$ cat src/rtl/key_debounce_encoder.sv
`default_nettype none
// ============================================================================
// Module      : key_debounce_encoder
// Description : Debounces 12 raw piano keys and encodes the highest-priority
//               held key into a registered note number.
// Revision    : 1.0  initial release
// ============================================================================
module key_debounce_encoder #(
    parameter int CLK_DIV  = 1000,
    parameter int STABLE_N = 4
) (
    input  logic        clk,
    input  logic        rst,
    input  logic        en,
    input  logic [11:0] keys_raw,
    output logic [11:0] keys_db,
    output logic [3:0]  note,
    output logic        note_valid,
    output logic        note_change
);

    localparam int          c_num_keys  = 12;
    localparam logic [15:0] c_presc_max = 16'(CLK_DIV - 1);
    localparam logic [3:0]  c_stable    = 4'(STABLE_N);
    localparam logic [3:0]  c_no_note   = 4'd15;

    logic [11:0] r_sync_meta;
    logic [11:0] r_keys_sync;
    logic [15:0] r_presc;
    logic        w_tick;
    logic [11:0] w_keys_db;
    logic [3:0]  w_note_next;
    logic [3:0]  r_note;
    logic        r_note_valid;
    logic        r_note_change;

    always_ff @(posedge clk) begin
        if (rst) begin
            r_sync_meta <= '0;
            r_keys_sync <= '0;
        end else begin
            r_sync_meta <= keys_raw;
            r_keys_sync <= r_sync_meta;
        end
    end

    // Prescaler parks at zero while disabled so a re-enable starts a full period.
    assign w_tick = en && (r_presc == c_presc_max);

    always_ff @(posedge clk) begin
        if (rst || !en) begin
            r_presc <= '0;
        end else if (w_tick) begin
            r_presc <= '0;
        end else begin
            r_presc <= r_presc + 16'd1;
        end
    end

    for (genvar gi = 0; gi < c_num_keys; gi++) begin : g_key
        logic [3:0] r_cnt;
        logic [3:0] w_cnt_inc;
        logic       r_db;

        assign w_cnt_inc     = r_cnt + 4'd1;
        assign w_keys_db[gi] = r_db;

        // Counter tracks consecutive disagreeing ticks; any agreeing tick restarts it.
        always_ff @(posedge clk) begin
            if (rst) begin
                r_cnt <= '0;
                r_db  <= 1'b0;
            end else if (w_tick) begin
                if (r_keys_sync[gi] == r_db) begin
                    r_cnt <= '0;
                end else if (w_cnt_inc == c_stable) begin
                    r_db  <= r_keys_sync[gi];
                    r_cnt <= '0;
                end else begin
                    r_cnt <= w_cnt_inc;
                end
            end
        end
    end

    always_comb begin
        w_note_next = c_no_note;
        for (int i = 0; i < c_num_keys; i++) begin
            if (w_keys_db[i]) begin
                w_note_next = 4'(11 - i);
            end
        end
    end

    // Change is detected against the registered note, so multi-key updates on
    // one tick collapse into a single pulse and reset release never pulses.
    always_ff @(posedge clk) begin
        if (rst) begin
            r_note        <= c_no_note;
            r_note_valid  <= 1'b0;
            r_note_change <= 1'b0;
        end else begin
            r_note        <= w_note_next;
            r_note_valid  <= (w_note_next != c_no_note);
            r_note_change <= (w_note_next != r_note);
        end
    end

    assign keys_db     = w_keys_db;
    assign note        = r_note;
    assign note_valid  = r_note_valid;
    assign note_change = r_note_change;

endmodule
`default_nettype wire

$ cat config.mk
export PLATFORM = sky130hd
export DESIGN_NAME = key_debounce_encoder
export DESIGN_NICKNAME = d
export VERILOG_FILES = /design/src/rtl/key_debounce_encoder.sv
export SDC_FILE = /design/constraint.sdc
export NUM_CORES = 1
export LEC_CHECK = 0
export BUFFER_PORTS_ARGS = -buffer_cell sky130_fd_sc_hd__buf_4
export CAP_MARGIN = 20
export CELL_PAD_IN_SITES_DETAIL_PLACEMENT = 0
export CELL_PAD_IN_SITES_GLOBAL_PLACEMENT = 1
export CORE_AREA = 2 2 91 136
export CTS_CLUSTER_SIZE = 24
export DETAILED_ROUTE_END_ITERATION = 16
export DIE_AREA = 0 0 93 138
export PLACE_DENSITY_LB_ADDON = 0.1
export SLEW_MARGIN = 30
export SYNTH_ARGS = -nofsm -noshare
export SYNTH_HDL_FRONTEND = slang
export SYNTH_SLANG_ARGS = --single-unit
$ cat constraint.sdc
create_clock -name clk -period 2.4 [get_ports clk]
set_input_delay 0.12 -clock clk [delete_from_list [all_inputs] [get_ports clk]]
set_output_delay 0.12 -clock clk [all_outputs]
set_load 0.05 [all_outputs]
==> summary.txt, run 1 <==
Timing
  • Fin worst setup slack: a little under 40 ps
  • Final Slew Violations: 0
  • RSZ-0062 raised after global routing: yes
  • Final Hold Viols: 0
  • FMAX: 423.6 MHz
  • Worst rel slew slack: 44.72%
  • Final setup viols: 0
  • Tightest Pin Transition: between 800 and 900 ps
  • Final Cycle Share: 98.37%
  • Final min period: 2361 ps
  • Final setup skew: 9.136 ps

Hold path
  • End of the worst hold path: r_sync_meta[11]
  • Hold_sp: keys_raw[11]
  • Hold Path Class: in -> reg
  • Hold path cells: 2

Synthesis
  • Adder-cell share of the synthesized area: roughly 3.9%
  • Mapped Avg Cell Area: 8.907 µm²
  • Net Count, Synth: 569
  • XOR/XNOR Fraction of Synth Area: ~5.5%
  • Synth Flop Type: dfxtp_1
  • Ys async rst share: 0%
  • Register area share after synthesis: 44.20%
  • Mux cell area share after synthesis: under 10%
  • Mapped Cells: 539
  • Synthesized flop and latch total: 106
  • Synth Area in Simple Gates: 28.82%
  • Synthesis warning total: 0
  • Main combinational cell family by area after synthesis: simple AND/OR/NAND/NOR gates
  • Mapped Area: slightly below 0.005 mm²
  • Number of synthesized flops with an enable pin: 0
  • Post-synthesis compound-gate area fraction: 11.13%
  • Yosys cell types: 40

CTS
  • Clock Latency Late Sink: 350 ps
  • TritonCTS clock tree: built
  • CTS Root Cell: clkbuf_16
  • CTS Buffer Depth: 2
  • H-tree levels: 3
  • CTS buffer count: 9
  • Clock-pin slew on the worst setup and hold paths: 70 ps
  • Clk sinks: 106

Worst setup path
  • Worst path slowest cell: or4_1
  • Crit-path cells: ha_4, or4b_4, nor3_4, nand3_4, clkbuf_16, or4_1, a21oi_1
  • CP endpoint kind: register
  • Worst flop-to-flop path endpoint: g_key[0].r_cnt[0]
  • Reg2reg path depth: 7
  • Worst-path maximum fanout: 8
  • CP Data Arrival Time: 2630 ps
  • R2R Setup Slk: 40 ps
  • Path type of the worst setup path: reg -> reg
  • CP Launch Type: register
  • Reg-to-reg startpoint: r_presc[1]
  • Slowest cell delay on critical path: approximately 500 ps
  • CP required: 2670 ps

Floorplan
  • Die extent in y: 138 µm
  • Initial Utilization: 40.78%
  • Die W: 93 µm
  • Die area: 0.01283 mm²
  • Core Box Area: 0.01177 mm²
  • # IOs: 33
  • Site Rows: between 40 and 50

Run
  • Max cap viols: 0

Detailed routing
  • DR vias: 3968
  • DR iter-0 viols: 206
  • DRC: 0
  • WL/cell: roughly 15 µm
  • Vias per inst: around 5.4
  • First drt pass iteration count: 4
  • ANT nets after route: 0
  • Routed Wire Length: 11460 µm

GRT
  • Largest net degree at the start of global routing: 78
  • Initial antenna violation count: 0
  • Vias in the first global route: about 3500
  • First-pass GRT wire length: 16880 µm
  • Total grt overflow: 0
  • Gr usage total: between 10% and 20%

Pwr
  • Total power: 3326 µW
  • Leakage Power: 0.002147 µW
  • Peak supply drop: 0.0004419 V
  • Total power divided by cell area: 566.2 mW/mm²

Placed design
  • Placed insts: ~700
  • Pre-CTS setup slack: 72.88 ps
  • HPWL Detailed: 6683 µm
  • GPL Wtd Cong: 0.7455
  • Buffers added on ports: 32

Run status
  • Status: complete, no violations

Layout
  • Final nets: 613
  • Fill cells: approximately 1100
  • Layout cell share with drive strength beyond 1: 19.39%
  • Layout Utilization: around half
  • Area delta synth->final: 22.36%
  • Diode count: 0
  • Layout Cells excl Fill: 741
## final cells by class
| class | count | area, µm² | area share (%) |
|---|---|---|---|
| tap | 153 | 191.4 | 3.259 |
| clock inverter | 7 | 60.06 | 1.022 |
| timing repair buffer | 70 | 674.4 | 11.48 |
| inverter | 5 | 18.77 | 0.3195 |
| multi-input combinational | 391 | 2580 | 43.92 |
| clock buffer | 9 | 225.2 | 3.834 |
| sequential | 106 | 2125 | 36.17 |
## cells in the final DEF (no fill, tap or decap), drive strengths merged, types with 3 or more instances in the layout
cell type | synthesis | routed
dfxtp | 106 | 106
buf | 16 | 55
a21oi | 55 | 55
nor2 | 45 | 45
nand2 | 32 | 32
nor2b | 29 | 29
o21ai | 26 | 26
or4 | 25 | 25
xnor2 | 23 | 23
nand3b | 23 | 23
nand3 | 23 | 23
nand4 | 15 | 15
ha | 15 | 15
clkbuf | 21 | 13
nor3b | 11 | 11
or3 | 11 | 11
dlygate4sd3 | 0 | 11
mux2i | 9 | 9
a31oi | 9 | 9
inv | 5 | 9
xor2 | 7 | 7
nor3 | 6 | 6
and3 | 4 | 4
nand4b | 3 | 3
a211oi | 3 | 3
nor4 | 3 | 3
or2 | 3 | 3
clkinv | 0 | 3
## timing repair
action                     CTS  global route
hold endpoints to repair    11             0
hold buffers                11             0
setup endpoints to repair    0            25
setup buffers                0             6
resized for setup            0            36
## logic make-up (layout without fill, tap and decap cells)
group / count (synthesis) / after routing
mux: 9 / 9
xor+xnor: 30 / 30
buf+inv: 42 / 91
compound gates: 99 / 99
simple gates: 238 / 238
fa+ha+maj: 15 / 15
flops: 106 / 106
## synth_stat cells, types with 15 or more instances
cell,number,area share [%]
nand2_1,32,2.5
dfxtp_1,106,44
xnor2_1,23,4.2
nor2_1,45,3.5
nand4_1,15,2.0
clkbuf_1,21,1.6
ha_1,15,3.9
nor2b_1,29,3.8
o21ai_0,26,2.7
a21oi_1,55,5.7
nand3_1,22,2.3
nand3b_1,23,3.6
or4_1,25,3.9
## worst max-delay path: cells and delay by family, from the launching register on
kind | cells | cell delay [ps]
AOI/OAI and AO/OA | 1 | 130
adders and majority gates | 1 | 130
buffers and inverters | 1 | 240
DFF | 1 | 350
and+or+nand+nor | 4 | 1430
## per-layer routing
| metal | vias up | track usage, % | part of all wire, % |
|---|---|---|---|
| met3 | 8 | 2.725 | 2.4 |
| met5 | - | 0 | 0 |
| met2 | 61 | 26.66 | 51 |
| met1 | 1899 | 21.74 | 45 |
| met4 | 0 | 5.418 | 1.5 |
| li1 | 2000 | - | - |
## where the power goes
part | internal [µW] | total, µW | switching (µW)
logic | 55.0 | 119 | 63.8
registers | 1780 | 1790 | 9.04
clock network | 725 | 1420 | 696
## worst max-delay path by stage
stage,from,to,cells after the start
after floorplan,r_presc[0],g_key[0].r_cnt[3],7
after global placement,r_presc[0],g_key[8].r_cnt[3],7
after detailed placement,r_presc[0],g_key[7].r_cnt[3],7
after CTS,r_presc[0],g_key[7].r_cnt[3],7
after global routing,r_presc[1],g_key[8].r_cnt[0],7
final,r_presc[1],g_key[0].r_cnt[0],7
## metrics by stage
stage / instance area [µm²] / hold WS (ps) / setup TNS, ps
floorplan: 4801 / 248.2 / 0
global placement: 5161 / 333.2 / 0
detailed placement: 5161 / 335.0 / 0
CTS: 5557 / 30.54 / 0
global route: 5874 / 28.04 / -930.2
finish: 5874 / 38.78 / 0
## flip-flops by register name, summed over array words and instances, names as in the netlist
name,cells
r_sync_meta,12
note_change,1
g_key.r_db,12
r_presc,16
note,4
r_keys_sync,12
note_valid,1
g_key.r_cnt,48
No activity file was read; power rests on OpenSTA's default activity.
==> run 2: changes to the inputs <==
- BUFFER_PORTS_ARGS: -buffer_cell sky130_fd_sc_hd__buf_4 -> unset
- CORE_AREA: 2 2 91 136 -> 2 2 88 132
- DIE_AREA: 0 0 93 138 -> 0 0 90 134
- DONT_BUFFER_PORTS: unset -> 1
- clock period: 2.4 -> 2.5 ns (I/O delays scaled with it)
==> run 2 against run 1 <==
Effect of this change:
- utilization about the same
- setup slack improved by 110 ps
- fmax increased by 0.25%
- clock skew decreased by 1.3 ps
- sequential cell count unchanged
- first-iteration DRC count decreased by 36%
- final area decreased by 7.0%
- clock power increased by 3%
- cell count decreased by 5.9%
- critical endpoint is now g_key[5].r_cnt[3]
==> summary.txt, run 2 (same netlist as run 1, synthesis figures left out) <==
Run status
  • Status: complete, no violations

Detailed routing
  • DRC: 0
  • First drt pass iteration count: 4
  • Routed Wire Length: 10600 µm
  • Vias per inst: 5.504
  • DR iter-0 viols: 132
  • ANT nets after route: 0
  • WL/cell: 15.21 µm
  • DR vias: roughly 3800

CTS
  • Clk sinks: 106
  • CTS buffer count: 9
  • CTS Root Cell: clkbuf_16
  • CTS Buffer Depth: 2
  • H-tree levels: 3
  • TritonCTS clock tree: built
  • Clock-pin slew on the worst setup and hold paths: 70 ps
  • Clock Latency Late Sink: 350 ps

Worst setup path
  • Buf+Inv Stages, Crit Path: 1
  • WP depth: 7
  • CP required: between 2000 and 3000 ps
  • Slowest cell delay on critical path: 500 ps
  • Reg2reg path depth: 7
  • Delay-heaviest family, CP: simple AND/OR/NAND/NOR gates
  • CP Data Arrival Time: 2620 ps
  • Crit-path cells: ha_4, or4b_4, nor3_4, nand3_4, buf_16, or4_1, a21oi_1
  • Path type of the worst setup path: reg -> reg
  • Worst path slowest cell: or4_1
  • CP endpoint kind: register
  • CP Launch Type: register
  • Worst-path maximum fanout: about 40

Floorplan
  • Die area: about 0.012 mm²
  • Initial Utilization: 43.89%
  • Site Rows: 47
  • Die W: 90 µm
  • # IOs: 33
  • Core Box Area: 0.01094 mm²
  • Die extent in y: 134 µm

Timing
  • Worst rel slew slack: 51.57%
  • Final Hold Viols: 0
  • Final setup viols: 0
  • Final Slew Violations: 0
  • RSZ-0062 raised after global routing: no
  • Final setup skew: 7.857 ps
  • FMAX: around 420 MHz
  • Tightest Pin Transition: 725.4 ps
  • Setup TNS: 0 ps
  • Fin worst setup slack: 145.0 ps
  • Final Cycle Share: a little over nine tenths
  • Final min period: 2355 ps

GRT
  • Vias in the first global route: 3512
  • First-pass GRT wire length: 16790 µm
  • Initial antenna violation count: 0
  • Largest net degree at the start of global routing: 91
  • Gr usage total: between 10% and 20%
  • Total grt overflow: 0

Placed design
  • GPL Wtd Cong: 0.7535
  • Placed insts: around 670
  • Buffers added on ports: 0
  • Pre-CTS setup slack: 87.79 ps
  • HPWL Detailed: 6741 µm

Layout
  • Diode count: 0
  • Multi-input gate area: 0.002481 mm²
  • Fill cells: between 1000 and 1500
  • Area delta synth->final: 13.73%
  • Layout cell share with drive strength beyond 1: about 8.7%
  • Final nets: between 500 and 600
  • Max FFs per register: 48
  • Storage cell area: 0.002125 mm²
  • Commonest non-fill, non-tap cell in the layout: dfxtp_1
  • Largest Register: g_key.r_cnt
  • Commonest non-fill, non-tap cells in the layout: dfxtp_1 (104), a21oi_1 (55), nor2_1 (45), nand2_1 (32), nor2b_1 (29)
  • Largest registers: g_key.r_cnt x48, r_presc x16
  • Layout Cells excl Fill: 697

Pwr
  • Peak supply drop: 0.0005939 V
  • Total power divided by cell area: 599.3 mW/mm²
  • Leakage Power: 0.001919 µW
  • Total power: 3272 µW

Hold path
  • Hold path cells: 3
  • Hold Path Class: in -> reg

Run
  • Max cap viols: 0
-- run 2: per-layer routing --
| metal | global-route usage [%] | vias up | wire (µm) |
|---|---|---|---|
| met1 | 20.69 | 1822 | 4592 |
| met2 | 30.12 | 65 | 5501 |
| met5 | 0 | - | 0 |
| li1 | - | 1938 | - |
| met3 | 4.157 | 11 | 375 |
| met4 | 5.128 | 0 | 129 |
-- run 2: worst paths after layout --
| path | startpoint | end | slack (ps) |
|---|---|---|---|
| max | r_presc[0] | g_key[5].r_cnt[3] | 150 |
| min | en | g_key[1].r_db | 30 |
| min reg2reg | r_sync_meta[4] | r_keys_sync[4] | 440 |
| max reg2reg | r_presc[0] | g_key[5].r_cnt[3] | 150 |
-- run 2: timing repair --
item / 4_1_cts / 5_1_grt
resized for setup: 0 / 7
endpoints found under the hold margin: 90 / 0
endpoints found under the setup margin: 0 / 23
setup buffers: 0 / 0
hold buffers: 14 / 0
-- run 2: tightest hold or removal path: stages --
cell	delay [ps]
nand4_1	60
mux2i_1	70
nor2_1	80
-- run 2: layout make-up --
type / instances / share of cell area (%)
Inverter: 5 / 0.3437
Multi-Input combinational cell: 391 / 45.44
Sequential cell: 106 / 38.91
Clock inverter: 7 / 1.535
Timing Repair Buffer: 32 / 6.279
Clock buffer: 9 / 4.125
Tap cell: 147 / 3.368
-- run 2: stage by stage --
step	area (µm²)	util, %	hold WS, ps
6_report	5460	49.92	32.05
2_1_floorplan	4801	-	253.2
4_1_cts	5403	49.39	15.30
5_1_grt	5460	49.92	38.51
3_3_place_gp	4936	45.13	202.0
3_5_place_dp	4936	45.13	203.8
-- run 2: where the power goes --
group	switching [µW]	internal [µW]
logic	49.9	42.7
clock network	667	797
registers	9.19	1710
total	726	2550
